$ cat src/rtl/arrcmp_pkg.sv
// Shared types and constants for the array compare controller.
// The optional mismatch counter is enabled with the ARRCMP_MISMATCH_COUNT_EN macro.
package arrcmp_pkg;
  localparam int DEF_DEPTH = 4;
  localparam int DEF_WIDTH = 2;

  localparam logic BANK_A = 1'b0;
  localparam logic BANK_B = 1'b1;

  typedef enum logic [1:0] {
    IDLE = 2'd0,
    CMP  = 2'd1,
    DONE = 2'd2
  } arrcmp_state_e;
endpackage

$ cat src/rtl/array_compare_ctrl_if.sv
// Loader/checker-facing bus of the array compare controller.
// mismatch_cnt exists only when ARRCMP_MISMATCH_COUNT_EN is defined.
interface array_compare_ctrl_if
  import arrcmp_pkg::*;
#(
  parameter int DEPTH = DEF_DEPTH,
  parameter int WIDTH = DEF_WIDTH
);
  localparam int IW = $clog2(DEPTH);

  // start is a request taken only in IDLE (busy=0, done=0); done is a one-cycle
  // response that qualifies the result fields, which then hold until the next accepted start.
  logic             wr_en;
  logic             wr_sel;
  logic [IW-1:0]    wr_idx;
  logic [WIDTH-1:0] wr_data;
  logic             start;
  logic             busy;
  logic             done;
  logic             match;
  logic             mismatch_valid;
  logic [IW-1:0]    mismatch_idx;
  logic             wr_err;
`ifdef ARRCMP_MISMATCH_COUNT_EN
  logic [IW:0]      mismatch_cnt;
`endif
  arrcmp_state_e    state;

  modport master (
    output wr_en, wr_sel, wr_idx, wr_data, start,
    input  busy, done, match, mismatch_valid, mismatch_idx, wr_err, state
`ifdef ARRCMP_MISMATCH_COUNT_EN
    , input mismatch_cnt
`endif
  );

  modport slave (
    input  wr_en, wr_sel, wr_idx, wr_data, start,
    output busy, done, match, mismatch_valid, mismatch_idx, wr_err, state
`ifdef ARRCMP_MISMATCH_COUNT_EN
    , output mismatch_cnt
`endif
  );
endinterface

$ cat src/rtl/arrcmp_bank.sv
// Dual register bank (A and B): one write port, two combinational reads at a shared index.
module arrcmp_bank
  import arrcmp_pkg::*;
#(
  parameter int  DEPTH = DEF_DEPTH,
  parameter int  WIDTH = DEF_WIDTH,
  localparam int IW    = $clog2(DEPTH)
) (
  input  logic             clk,
  input  logic             clr,
  input  logic             wr_en,
  input  logic             wr_sel,
  input  logic [IW-1:0]    wr_idx,
  input  logic [WIDTH-1:0] wr_data,
  input  logic [IW-1:0]    rd_idx,
  output logic [WIDTH-1:0] rd_a,
  output logic [WIDTH-1:0] rd_b
);
  logic [WIDTH-1:0] bank_a [DEPTH];
  logic [WIDTH-1:0] bank_b [DEPTH];

  // wr_en arrives pre-qualified, so wr_idx is always in range here.
  always_ff @(posedge clk) begin
    if (clr) begin
      for (int i = 0; i < DEPTH; i++) begin
        bank_a[i] <= '0;
        bank_b[i] <= '0;
      end
    end else if (wr_en) begin
      if (wr_sel == BANK_B) bank_b[wr_idx] <= wr_data;
      else                  bank_a[wr_idx] <= wr_data;
    end
  end

  assign rd_a = bank_a[rd_idx];
  assign rd_b = bank_b[rd_idx];
endmodule

$ cat src/rtl/array_compare_ctrl.sv
// Walks banks A and B one element per cycle and reports match / first mismatch / done.
// Define ARRCMP_MISMATCH_COUNT_EN to add the differing-element counter.
module array_compare_ctrl
  import arrcmp_pkg::*;
#(
  parameter int DEPTH = DEF_DEPTH,
  parameter int WIDTH = DEF_WIDTH
) (
  input logic clk,
  input logic rst_n,
  array_compare_ctrl_if.slave bus
);
  localparam int IW = $clog2(DEPTH);
  localparam logic [IW:0] DEPTH_W = (IW+1)'(DEPTH);

  arrcmp_state_e    state_q;
  logic [IW-1:0]    scan_idx;
  logic [WIDTH-1:0] rd_a, rd_b;
  logic             busy_q, done_q, match_q, mv_q, wr_err_q;
  logic [IW-1:0]    midx_q;
  logic             wr_ok, diff, last;
`ifdef ARRCMP_MISMATCH_COUNT_EN
  logic [IW:0]      cnt_q;
`endif

  assign wr_ok = bus.wr_en && (state_q == IDLE) && ({1'b0, bus.wr_idx} < DEPTH_W);
  assign diff  = (rd_a != rd_b);
  assign last  = (scan_idx == IW'(DEPTH - 1));

  arrcmp_bank #(.DEPTH(DEPTH), .WIDTH(WIDTH)) u_bank (
    .clk     (clk),
    .clr     (!rst_n),
    .wr_en   (wr_ok),
    .wr_sel  (bus.wr_sel),
    .wr_idx  (bus.wr_idx),
    .wr_data (bus.wr_data),
    .rd_idx  (scan_idx),
    .rd_a    (rd_a),
    .rd_b    (rd_b)
  );

  always_ff @(posedge clk) begin
    if (!rst_n) begin
      state_q  <= IDLE;
      scan_idx <= '0;
      busy_q   <= 1'b0;
      done_q   <= 1'b0;
      match_q  <= 1'b0;
      mv_q     <= 1'b0;
      midx_q   <= '0;
      wr_err_q <= 1'b0;
`ifdef ARRCMP_MISMATCH_COUNT_EN
      cnt_q    <= '0;
`endif
    end else begin
      done_q   <= 1'b0;
      wr_err_q <= bus.wr_en && !wr_ok;
      case (state_q)
        IDLE: begin
          if (bus.start) begin
            state_q  <= CMP;
            scan_idx <= '0;
            busy_q   <= 1'b1;
            match_q  <= 1'b0;
            mv_q     <= 1'b0;
            midx_q   <= '0;
`ifdef ARRCMP_MISMATCH_COUNT_EN
            cnt_q    <= '0;
`endif
          end
        end
        CMP: begin
          if (diff && !mv_q) begin
            mv_q   <= 1'b1;
            midx_q <= scan_idx;
          end
`ifdef ARRCMP_MISMATCH_COUNT_EN
          cnt_q <= cnt_q + (IW+1)'(diff);
`endif
          // The last element's verdict is folded into match in the same edge.
          if (last) begin
            state_q <= DONE;
            busy_q  <= 1'b0;
            done_q  <= 1'b1;
            match_q <= !(mv_q || diff);
          end else begin
            scan_idx <= scan_idx + 1'b1;
          end
        end
        DONE:    state_q <= IDLE;
        default: state_q <= IDLE;
      endcase
    end
  end

  assign bus.busy           = busy_q;
  assign bus.done           = done_q;
  assign bus.match          = match_q;
  assign bus.mismatch_valid = mv_q;
  assign bus.mismatch_idx   = midx_q;
  assign bus.wr_err         = wr_err_q;
  assign bus.state          = state_q;
`ifdef ARRCMP_MISMATCH_COUNT_EN
  assign bus.mismatch_cnt   = cnt_q;
`endif
endmodule

$ cat src/flat_wrapper.sv
// flat-port wrapper written by rule: the top's interface ports become plain ports
module array_compare_ctrl_flat import arrcmp_pkg::*;
#(
  parameter int DEPTH = DEF_DEPTH,
  parameter int WIDTH = DEF_WIDTH
)
  (clk, rst_n, bus_wr_en, bus_wr_sel, bus_wr_idx, bus_wr_data, bus_start, bus_busy, bus_done, bus_match, bus_mismatch_valid, bus_mismatch_idx, bus_wr_err, bus_state);
  array_compare_ctrl_if #(.DEPTH(DEPTH), .WIDTH(WIDTH)) bus_i ();
  input logic clk;
  input logic rst_n;
  input wire logic [$bits(bus_i.wr_en)-1:0] bus_wr_en;
  input wire logic [$bits(bus_i.wr_sel)-1:0] bus_wr_sel;
  input wire logic [$bits(bus_i.wr_idx)-1:0] bus_wr_idx;
  input wire logic [$bits(bus_i.wr_data)-1:0] bus_wr_data;
  input wire logic [$bits(bus_i.start)-1:0] bus_start;
  output wire logic [$bits(bus_i.busy)-1:0] bus_busy;
  output wire logic [$bits(bus_i.done)-1:0] bus_done;
  output wire logic [$bits(bus_i.match)-1:0] bus_match;
  output wire logic [$bits(bus_i.mismatch_valid)-1:0] bus_mismatch_valid;
  output wire logic [$bits(bus_i.mismatch_idx)-1:0] bus_mismatch_idx;
  output wire logic [$bits(bus_i.wr_err)-1:0] bus_wr_err;
  output wire logic [$bits(bus_i.state)-1:0] bus_state;
  assign bus_i.wr_en = bus_wr_en;
  assign bus_i.wr_sel = bus_wr_sel;
  assign bus_i.wr_idx = bus_wr_idx;
  assign bus_i.wr_data = bus_wr_data;
  assign bus_i.start = bus_start;
  assign bus_busy = bus_i.busy;
  assign bus_done = bus_i.done;
  assign bus_match = bus_i.match;
  assign bus_mismatch_valid = bus_i.mismatch_valid;
  assign bus_mismatch_idx = bus_i.mismatch_idx;
  assign bus_wr_err = bus_i.wr_err;
  assign bus_state = bus_i.state;
  array_compare_ctrl #(.DEPTH(DEPTH), .WIDTH(WIDTH)) u_core (.clk(clk), .rst_n(rst_n), .bus(bus_i));
endmodule
$ cat config.mk
export PLATFORM = sky130hd
export DESIGN_NAME = array_compare_ctrl_flat
export DESIGN_NICKNAME = d
export VERILOG_FILES = /design/src/rtl/arrcmp_pkg.sv /design/src/rtl/array_compare_ctrl_if.sv /design/src/rtl/arrcmp_bank.sv /design/src/rtl/array_compare_ctrl.sv /design/src/flat_wrapper.sv
export SDC_FILE = /design/constraint.sdc
export NUM_CORES = 1
export LEC_CHECK = 0
export BUFFER_PORTS_ARGS = -buffer_cell sky130_fd_sc_hd__clkbuf_2
export CORE_MARGIN = 1.5
export CORE_UTILIZATION = 35
export CTS_CLUSTER_DIAMETER = 40
export DETAILED_ROUTE_END_ITERATION = 10
export GPL_ROUTABILITY_DRIVEN = 0
export SLEW_MARGIN = 20
export SYNTH_ARGS = -nofsm -noshare
export SYNTH_HDL_FRONTEND = slang
export SYNTH_SLANG_ARGS = --single-unit
export TNS_END_PERCENT = 30
$ cat constraint.sdc
create_clock -name clk -period 1.5 [get_ports clk]
set_clock_uncertainty 0.05 [all_clocks]
set_input_delay 0 -clock clk [delete_from_list [all_inputs] [get_ports clk]]
set_output_delay 0 -clock clk [all_outputs]
set_load 0.05 [all_outputs]
### Word level (Yosys, flattened, before mapping)

Memory sizes are Yosys's and may differ from the RTL's. A register that Yosys moved wholly into a read port is not among the register bits.
Cells that the tools add are included.

| word-level totals | value |
|---|---|
| memories | 2 |
| register bits | 11 |
| memory bits (writable) | 16 |
| input bits | 9 |
| bits in read-only memories | 0 |
| output and inout bits | 9 |
| bits in latches | 0 |
| logic and storage cells | 70 |

Memory list:

| name | words | width | read ports | clocked after memory_dff | wr ports | RTL line | text |
|---|---|---|---|---|---|---|---|
| u_core.u_bank.bank_a | 4 | 2 | 1 | 1 | 4 | arrcmp_bank.sv:19 | `logic [WIDTH-1:0] bank_a [DEPTH];` |
| u_core.u_bank.bank_b | 4 | 2 | 1 | 1 | 4 | arrcmp_bank.sv:20 | `logic [WIDTH-1:0] bank_b [DEPTH];` |

| cells by class | value |
|---|---|
| $add $sub $neg | 1 |
| magnitude comparators | 0 |
| divide/modulo/power cells | 0 |
| bitwise gates (word level) | 0 |
| multiplexer cells | 36 |
| multiply operators | 0 |
| equal/unequal tests | 7 |
| reduce and logical (&&, ||, !) cells | 16 |
| shifts and indexed selects | 0 |

Operators with widths:

| kind | count |
|---|---|
| $mux W2 | 13 |
| $mux W1 | 17 |
| $pmux W2 S2 | 3 |
| $reduce_and A3 Y1 | 3 |
| $pmux W1 S2 | 3 |
| $ne A2 B1 Y1 const B | 2 |
| $ne A2 B2 Y1 const B | 2 |
| $reduce_and A2 Y1 | 2 |
| $reduce_or A2 Y1 | 2 |
| $logic_and A1 B1 Y1 | 3 |
| $logic_not A1 Y1 | 3 |
| $add A2 B1 Y2 const B | 1 |
| $eq A2 B1 Y1 const B | 1 |
| $eq A2 B2 Y1 const B | 1 |
| $logic_not A2 Y1 | 1 |
| $ne A2 B2 Y1 | 1 |
| $reduce_bool A2 Y1 | 1 |
| $logic_or A1 B1 Y1 | 1 |

### Longest topological paths before layout

Gate-level depths: netlist of run 1.

| depth | value |
|---|---|
| depth in word-level cells | 7 |
| gate-level depth with buffers | 6 |
| depth with buffers taken out | 5 |

### Cells and area by module

A second synthesis of run 1 with hierarchy kept.

| second synthesis, totals | value |
|---|---|
| cells, all modules | 120 |
| area, all modules | 1402.6 um2 |

Modules (own cells, without submodules):

| module | times used | cells an instance | area an instance (um2) |
|---|---|---|---|
| arrcmp_bank | 1 | 62 | 864.6 |
| array_compare_ctrl | 1 | 58 | 538.0 |

### Worst setup path before layout of run 1

Ideal clock, no wire load.

| timing path | value |
|---|---|
| path kind | register to register |
| from | reg u_core.state_q[1], in the netlist u_core.bus.state[1] |
| to | mem u_core.u_bank.bank_a[0][0] (netlist name) (enable) |
| arrival time | 1.501 ns |
| period minus slack after synthesis | 1.889 ns |
| data required time | 1.112 ns |
| slack | -0.389 ns |
| cell stages (with the launch flop) | 6 |
| library setup time | 0.338 ns |
| path through | dfxtp_1 > clkbuf_1 > nor2_1 > nand2_1 > or2_1 > o31ai_1 |

RTL lines:

| what | RTL line | text |
|---|---|---|
| start: declaration | array_compare_ctrl.sv:16 | `arrcmp_state_e state_q;` |
| start signal: assignment | array_compare_ctrl.sv:44 | `state_q <= IDLE;` |
| start signal: assignment | array_compare_ctrl.sv:61 | `state_q <= CMP;` |
| start signal: assignment | array_compare_ctrl.sv:82 | `state_q <= DONE;` |
| end: declaration | arrcmp_bank.sv:19 |  |

==> metrics.txt, run 1 <==
Max Transition Viols Final=0; commonest register cell after synthesis=edfxtp_1; RSZ-0062 raised after global routing=true; crit-path max FO=2; die height=64.3 um; # IOs=18; count leader, synth=nor2_1; Vias=1037; Worst Setup Start Kind=flip-flop; Die X=64.3 um; VDD IR max=385 uV; minimum clock period=1.57 ns; Hold Crit Endpoint=u_core.bus.wr_err$_SDFF_PN0_; Hold Fails Final Rpt=0; DPL Wire Length=2080 um; footprint of the multi-input gates=592 sq um; Mean Syn Cell Area=10.4 sq um; DRT Pass-1 Iters=4; top cells by area, synth=edfxtp_1 (37%), dfxtp_1 (20%), nor2_1 (6.3%); Clock Path Buffers=2; Reg2Reg Setup Slack=-0.07 ns; Iter 0 DRT Violations=73; Worst-path clk slew=0.06 ns; Hold Crit Depth=3; CTS tree=done; # rows=22; Synth area leader=edfxtp_1; CP required=1.62 ns; LEAKAGE=0.000671 uW; failing checks=setup timing; R2R cell count=5; overall power=1750 uW; Worst-Margin Slew=0.443 ns; critical path endpoint category=flip-flop; Netlist cell types=33; Root Driver=clkbuf_8; share of post-route cells with drive strength above 1=33.3%; GRT Total Usage=15.4%; share of the synthesized area in the top cell type=36.5%; grt total ovfl=0; DRC viols=0; top post-synthesis cells by count=nor2_1 (22), edfxtp_1 (16), dfxtp_1 (13); register bit count reported by yosys=29; sequential share of the synthesized area=56.3%; routed vias/inst=5.08; Arrival @ worst endpoint=1.70 ns; antenna viol nets, final=0; final net count=165; worst r2r src=u_core.u_bank.bank_a[0][0]$_SDFFCE_PN0P_; Layout area overhead=26.9%; number of setup buffers added after CTS=0; number of synthesized flops with an enable pin=16; Final Setup Violations=2; hold_sp=rst_n; CTS Buf Count=5; area of the core=3630 sq um; first-pass GRT wire length=4630 um; diodes inserted=0; Starting Density=36.2%; ys async rst share=0%; part of the cycle the worst path needs=105%; initial antenna violation count=0; Register Area=746 sq um; Clk Latency, worst-skew pair=0.28 ns; Rel. slew slack=70.1%; H-Tree Depth=2; clock sinks=29; worst r2r dst=u_core.bus.mismatch_idx[0]$_SDFFE_PN0P_; WS Path Type=flip-flop to flip-flop; routed len/inst=14.0 um; largest net degree at the start of global routing=14; PD cells=1050 nW/um^2; Placed Area=1530 sq um; die area=4130 sq um; Min Hold Slack=0.0137 ns; post-route cell area=1670 sq um; Post-Route WL=2860 um; vias in the first global route=986; outcome=complete, but fails checks; buffers added on ports=17; cell area after synthesis=1320 sq um; Fillers=349; Synthesized Nets=137; Post-Synthesis Cells=127; Final Worst Setup Slack=-0.0735 ns; Synth warnings=0; Hold Path Class=input port to flip-flop; Max-cap violations=0; fmax=636 MHz
==> worst max-delay path, cell delays in order, from the launching register on <==
cell and delay, ns:
edfxtp_1 0.38, xor2_1 0.17, or4_4 0.51, nand4_4 0.09, nor4b_2 0.06, a32o_2 0.21
==> worst max-delay path by stage <==
stage,cells after the start,startpoint,slack (ns),endpoint
after floorplan,5,u_core.bus.state[1]$_SDFFE_PN0P_,-0.11,u_core.u_bank.bank_a[0][0]$_SDFFCE_PN0P_
after global placement,5,u_core.u_bank.bank_a[0][1]$_SDFFCE_PN0P_,-0.04,u_core.bus.mismatch_idx[0]$_SDFFE_PN0P_
after detailed placement,5,u_core.u_bank.bank_a[0][1]$_SDFFCE_PN0P_,-0.07,u_core.bus.mismatch_idx[1]$_SDFFE_PN0P_
after CTS,5,u_core.u_bank.bank_a[0][0]$_SDFFCE_PN0P_,-0.09,u_core.bus.mismatch_idx[1]$_SDFFE_PN0P_
after global routing,5,u_core.u_bank.bank_b[0][1]$_SDFFCE_PN0P_,-0.14,u_core.bus.mismatch_idx[0]$_SDFFE_PN0P_
final,5,u_core.u_bank.bank_a[0][0]$_SDFFCE_PN0P_,-0.07,u_core.bus.mismatch_idx[0]$_SDFFE_PN0P_
==> power breakdown <==
| part | total, uW | switching [uW] | internal, uW |
|---|---|---|---|
| clock network | 609 | 289 | 320 |
| registers | 894 | 20.9 | 873 |
| logic | 247 | 148 | 98.8 |
| total | 1750 | 457 | 1290 |
==> flip-flops by register name (all words and copies together), names as in the netlist, named ones only <==
name,count
u_core.u_bank.bank_a,8
u_core.u_bank.bank_b,8
u_core.bus.mismatch_idx,2
u_core.bus.state,2
u_core.scan_idx,2
u_core.bus.busy,1
u_core.bus.done,1
u_core.bus.match,1
u_core.bus.mismatch_valid,1
u_core.bus.wr_err,1
==> stage by stage <==
| step | cells | worst slack [ns] | TNS, ns | utilization (%) |
|---|---|---|---|---|
| floorplan | 127 | -0.111 | -0.441 | - |
| finish | 204 | -0.0735 | -0.146 | 45.9 |
| global placement | 195 | -0.0373 | -0.0746 | 42.0 |
| CTS | 204 | -0.0851 | -0.197 | 45.4 |
| global route | 204 | -0.142 | -0.339 | 45.9 |
| detailed placement | 195 | -0.0692 | -0.185 | 42.0 |
==> final cells by class <==
type / count / share of cell area, %
clock buffers: 6 / 4.35
clock inverters: 2 / 0.600
inverters: 6 / 1.35
multi-input cells: 86 / 35.5
flip-flops and latches: 29 / 44.7
well taps: 48 / 3.60
repair buffers: 27 / 9.97
==> layer usage <==
metal	GRT usage (%)	part of all wire, %	up-vias
li1	-	-	510
met1	18.3	42	481
met2	23.8	48	34
met3	5.81	6.2	12
met4	9.04	4.2	0
met5	0	0	-
==> placed cells by master, fill, tap and decap left out, drive strengths merged, types with 3 or more instances in the layout <==
cell,synthesis,routed
nor2,22,22
edfxtp,16,16
buf,1,9
o21ai,9,9
nand4,3,3
clkbuf,5,23
dfxtp,13,13
nand2b,4,4
nand2,8,8
inv,6,6
a21oi,3,3
nand3b,4,4
nand3,3,3
xnor2,6,6
==> what timing repair did <==
action,in CTS,in global routing
endpoints found under the setup margin,8,14
resized for setup,4,5
hold endpoints to repair,1,0
gates cloned,0,0
pin swaps,1,6
hold buffers,1,0
==> cell families (layout without fill, tap and decap cells) <==
| family | after synthesis | after routing | share of synthesized area, % |
|---|---|---|---|
| AND/OR/NAND/NOR | 53 | 53 | 21.1 |
| flip-flops | 29 | 29 | 56.3 |
| AO/OA/AOI/OAI | 23 | 23 | 11.9 |
| buffers and inverters | 12 | 41 | 3.52 |
| XOR/XNOR | 8 | 8 | 5.33 |
| adder cells (fa/ha/maj) | 1 | 1 | 0.951 |
| multiplexers | 1 | 1 | 0.856 |
(Power assumes the default switching activity.)
==> inputs of run 2 (changes only) <==
==> constraint.sdc (replaced) <==
create_clock -name clk -period 1.5 [get_ports clk]
set_clock_uncertainty 0.05 [all_clocks]
set_input_delay 0.075 -clock clk [delete_from_list [all_inputs] [get_ports clk]]
set_output_delay 0.075 -clock clk [all_outputs]
set_load 0.05 [all_outputs]
==> metrics.txt, run 2 (synthesized netlist as in run 1, its figures left out) <==
outcome=complete, but fails checks; failing checks=setup timing; setup_tns=-0.319 ns; DRC viols=0; clock power share=40.6%; diodes inserted=0; Placed Cells=194; final net count=164; LEAKAGE=0.000666 uW; overall power=1900 uW; # IOs=18; antenna viol nets, final=0; grt total ovfl=0; VDD IR max=452 uV; Hold Crit Depth=3; routed len/inst=14.0 um; part of the cycle the worst path needs=108%; Starting Density=36.2%; # rows=22; Clock Path Buffers=2; fmax=618 MHz; Sw Share=23.6%; Reg2Reg Setup Slack=-0.12 ns; DPL Wire Length=2090 um; share of post-route cells with drive strength above 1=31.0%; Final Setup Violations=4; Worst-Margin Slew=0.323 ns; Rel. slew slack=78.2%; die area=4130 sq um; crit-path max FO=2; R2R cell count=5; Worst Setup Start Kind=flip-flop; Hold Crit Endpoint=u_core.bus.state[0]$_SDFFE_PN0P_; RSZ-0062 raised after global routing=true; DRT Pass-1 Iters=5; Clk Latency, worst-skew pair=0.28 ns; largest net degree at the start of global routing=14; Post-Route WL=2840 um; Hold Path Class=input port to flip-flop; Vias=1049; Die X=64.3 um; Arrival @ worst endpoint=1.74 ns; worst r2r dst=u_core.bus.mismatch_idx[0]$_SDFFE_PN0P_; Iter 0 DRT Violations=53; minimum clock period=1.62 ns; area of the core=3630 sq um; critical path endpoint category=flip-flop; clock sinks=29; hold_sp=bus_start; Regs by FF count=u_core.u_bank.bank_a x8, u_core.u_bank.bank_b x8; Final Worst Setup Slack=-0.118 ns; PD cells=1140 nW/um^2; initial antenna violation count=0; Fillers=361; worst r2r src=u_core.u_bank.bank_b[0][1]$_SDFFCE_PN0P_; Worst-path clk slew=0.07 ns; H-Tree Depth=2; fin cells=203; Max-cap violations=0; Core Util, Final=45.9%; Max Transition Viols Final=0; CTS tree=done; vias in the first global route=1038; first-pass GRT wire length=4720 um; Seq pwr share=47.1%; die height=64.3 um; WS Path Type=flip-flop to flip-flop; Layout area overhead=26.7%; routed vias/inst=5.17; Pint=1450 uW; most frequent cells in the layout=nor2_1 (21), clkbuf_2 (17), edfxtp_1 (16); CTS Buf Count=5; most common cell after layout, fill and taps aside=nor2_1; combinational group share of total power=12.4%; CP required=1.62 ns; GRT Total Usage=15.6%; buffers added on ports=17; Root Driver=clkbuf_8; Min Hold Slack=0.0935 ns; Hold Fails Final Rpt=0; P_sw=449 uW
-- run 2: metal layers --
| metal | part of all wire [%] | GRT usage [%] | routed length [um] |
|---|---|---|---|
| met5 | 0 | 0 | 0 |
| met4 | 1.6 | 7.18 | 44 |
| met3 | 4.7 | 5.99 | 134 |
| met2 | 49 | 24.7 | 1400 |
| met1 | 44 | 18.5 | 1260 |
-- run 2: how the worst max path moves through the flow --
stage	start	to	cells past startpoint
floorplan	u_core.bus.state[1]$_SDFFE_PN0P_	u_core.u_bank.bank_a[0][0]$_SDFFCE_PN0P_	5
global route	u_core.u_bank.bank_b[0][1]$_SDFFCE_PN0P_	u_core.bus.mismatch_idx[0]$_SDFFE_PN0P_	5
global placement	u_core.u_bank.bank_a[2][1]$_SDFFCE_PN0P_	u_core.bus.mismatch_idx[1]$_SDFFE_PN0P_	5
CTS	u_core.u_bank.bank_b[0][0]$_SDFFCE_PN0P_	u_core.bus.mismatch_idx[0]$_SDFFE_PN0P_	5
detailed placement	u_core.u_bank.bank_a[0][1]$_SDFFCE_PN0P_	u_core.bus.mismatch_idx[0]$_SDFFE_PN0P_	5
finish	u_core.u_bank.bank_b[0][1]$_SDFFCE_PN0P_	u_core.bus.mismatch_idx[0]$_SDFFE_PN0P_	5
-- run 2: timing repair --
action	in CTS	in global routing
hold buffers	1	0
pin swaps	3	6
endpoints found under the hold margin	1	0
gates resized for setup	1	4
endpoints found under the setup margin	6	8
buffers inserted	0	0
-- run 2: layout make-up --
cell class                      count  area [sq um]  share of cell area [%]
Sequential cell                    29           746                    44.7
Multi-Input combinational cell     86           577                    34.6
Timing Repair Buffer               26           155                    9.31
Clock buffer                        6          72.6                    4.35
Tap cell                           48          60.1                    3.60
Clock inverter                      2          33.8                    2.03
Inverter                            6          22.5                    1.35
-- run 2: through the flow --
stage	cell area, sq um	setup slack [ns]
global route	1670	-0.156
finish	1670	-0.118
detailed placement	1520	-0.0914
global placement	1520	-0.0488
CTS	1650	-0.115
floorplan	1350	-0.111
-- run 2: worst max-delay path, cell delays in order, from the launching register on --
cell and delay (ns):
edfxtp_1 0.38, xor2_1 0.18, or4_4 0.51, nand4_2 0.11, nor4b_2 0.06, a32o_2 0.22
-- run 2: power by group through the flow --
| stage | clock network, uW | registers (uW) | logic [uW] |
|---|---|---|---|
| after floorplan | 0 | 941 | 123 |
| after global placement | 0 | 910 | 217 |
| after detailed placement | 0 | 911 | 221 |
| after CTS | 776 | 895 | 229 |
| after global routing | 819 | 901 | 256 |
| final | 772 | 896 | 235 |
==> inputs of run 3 (changes only) <==
==> constraint.sdc (replaced) <==
create_clock -name clk -period 1.5 [get_ports clk]
set_clock_uncertainty 0.05 [all_clocks]
set_input_delay 0.075 -clock clk [delete_from_list [all_inputs] [get_ports clk]]
set_output_delay 0.075 -clock clk [all_outputs]
set_load 0.1 [all_outputs]
==> metrics.txt, run 3 (synthesized netlist as in run 1, its figures left out) <==
Final Setup Violations=3; Rel. slew slack=64.1%; Vias=1023; Iter 0 DRT Violations=69; DRC viols=0; Layout area overhead=27.2%; routed vias/inst=4.99; die height=64.3 um; H-Tree Depth=2; area of the core=3630 sq um; Clock Path Buffers=2; ordered list of cells on the worst path=xor2_1 -> or4_4 -> nand4_4 -> nor4b_2 -> a32o_2; antenna viol nets, final=0; RSZ-0062 raised after global routing=true; Starting Density=36.2%; Die X=64.3 um; LEAKAGE=0.000666 uW; CTS tree=done; DPL Wire Length=2040 um; setup_tns=-0.167 ns; PD cells=1050 nW/um^2; Worst-path clk slew=0.06 ns; failing checks=setup timing; Hold Path Class=input port to flip-flop; post-route cell area=1670 sq um; slowest stage delay, CP=0.51 ns; largest net degree at the start of global routing=13; Max Transition Viols Final=0; GRT Total Usage=14.5%; crit-path max FO=2; Post-Route WL=2760 um; Placed Area=1540 sq um; CP required=1.61 ns; CTS Buf Count=5; grt total ovfl=0; Min Hold Slack=0.105 ns; # IOs=18; Final Worst Setup Slack=-0.0802 ns; WS Path Type=flip-flop to flip-flop; Hold Fails Final Rpt=0; clock sinks=29; first-pass GRT wire length=4500 um; Regs by FF count=u_core.u_bank.bank_a x8, u_core.u_bank.bank_b x8; Root Driver=clkbuf_8; DRT Pass-1 Iters=4; Top delay family on crit path=simple AND/OR/NAND/NOR gates; vias in the first global route=987; part of the cycle the worst path needs=105%; critical path endpoint category=flip-flop; initial antenna violation count=0; # rows=22; DP Worst Slack=-0.0900 ns; Clk Latency, worst-skew pair=0.27 ns; buffers added on ports=17; most frequent cells in the layout=nor2_1 (21), clkbuf_2 (16), edfxtp_1 (16); Arrival @ worst endpoint=1.69 ns; fmax=633 MHz; final net count=166; most common cell after layout, fill and taps aside=nor2_1; VDD IR max=586 uV; Worst Setup Start Kind=flip-flop; share of post-route cells with drive strength above 1=31.8%; routed len/inst=13.5 um; die area=4130 sq um; diodes inserted=0; overall power=1760 uW; CP Buf/Inv Count=0; Worst-Margin Slew=0.540 ns; Max-cap violations=0; Slowest-stage cell, CP=or4_4; minimum clock period=1.58 ns; outcome=complete, but fails checks
-- run 3: routing by layer --
metal  part of all wire [%]  track usage [%]  vias up
li1                       -                -      508
met1                     47             16.9      497
met2                     51             25.8       18
met3                    2.6             3.17        0
met4                      0             5.59        0
met5                      0                0        -
-- run 3: per-stage QoR --
stage | utilization [%] | cells
after floorplan | - | 127
after global placement | 42.3 | 196
after detailed placement | 42.3 | 196
after CTS | 45.2 | 205
after global routing | 46.0 | 205
final | 46.0 | 205
-- run 3: cell type report --
type	count	area [sq um]
sequential	29	747
fill	360	1960
clock inverter	1	3.75
clock buffer	7	76.3
multi-input combinational	86	591
tap	48	60.1
timing repair buffer	28	173
inverter	6	22.5
-- run 3: what timing repair did --
item	in CTS	in global routing
gates resized for setup	2	8
buffers inserted	0	0
hold endpoints to repair	1	0
setup endpoints to repair	5	15
pin swaps	4	5
hold buffers	1	0
-- run 3: worst register-to-register path: stages, from the launching register on --
cell      delay, ns
edfxtp_1       0.38
xor2_1         0.17
or4_4          0.51
nand4_4        0.09
nor4b_2        0.06
a32o_2         0.21
-- run 3: worst paths after layout --
path | startpoint | endpoint | slack, ns | cells past startpoint
hold / removal | bus_start | u_core.bus.state[0]$_SDFFE_PN0P_ | 0.11 | 3
hold reg to reg | u_core.bus.match$_SDFFE_PN0P_ | u_core.bus.match$_SDFFE_PN0P_ | 0.42 | 2
setup / recovery | u_core.u_bank.bank_b[0][1]$_SDFFCE_PN0P_ | u_core.bus.mismatch_idx[1]$_SDFFE_PN0P_ | -0.08 | 5
setup reg to reg | u_core.u_bank.bank_b[0][1]$_SDFFCE_PN0P_ | u_core.bus.mismatch_idx[1]$_SDFFE_PN0P_ | -0.08 | 5
-- run 3: power by group --
group	total [uW]	internal (uW)	leakage (uW)	switching [uW]
sequential	898	874	0.000274	24.1
combinational	276	99.0	0.000352	177
clock	587	322	0.0000399	266
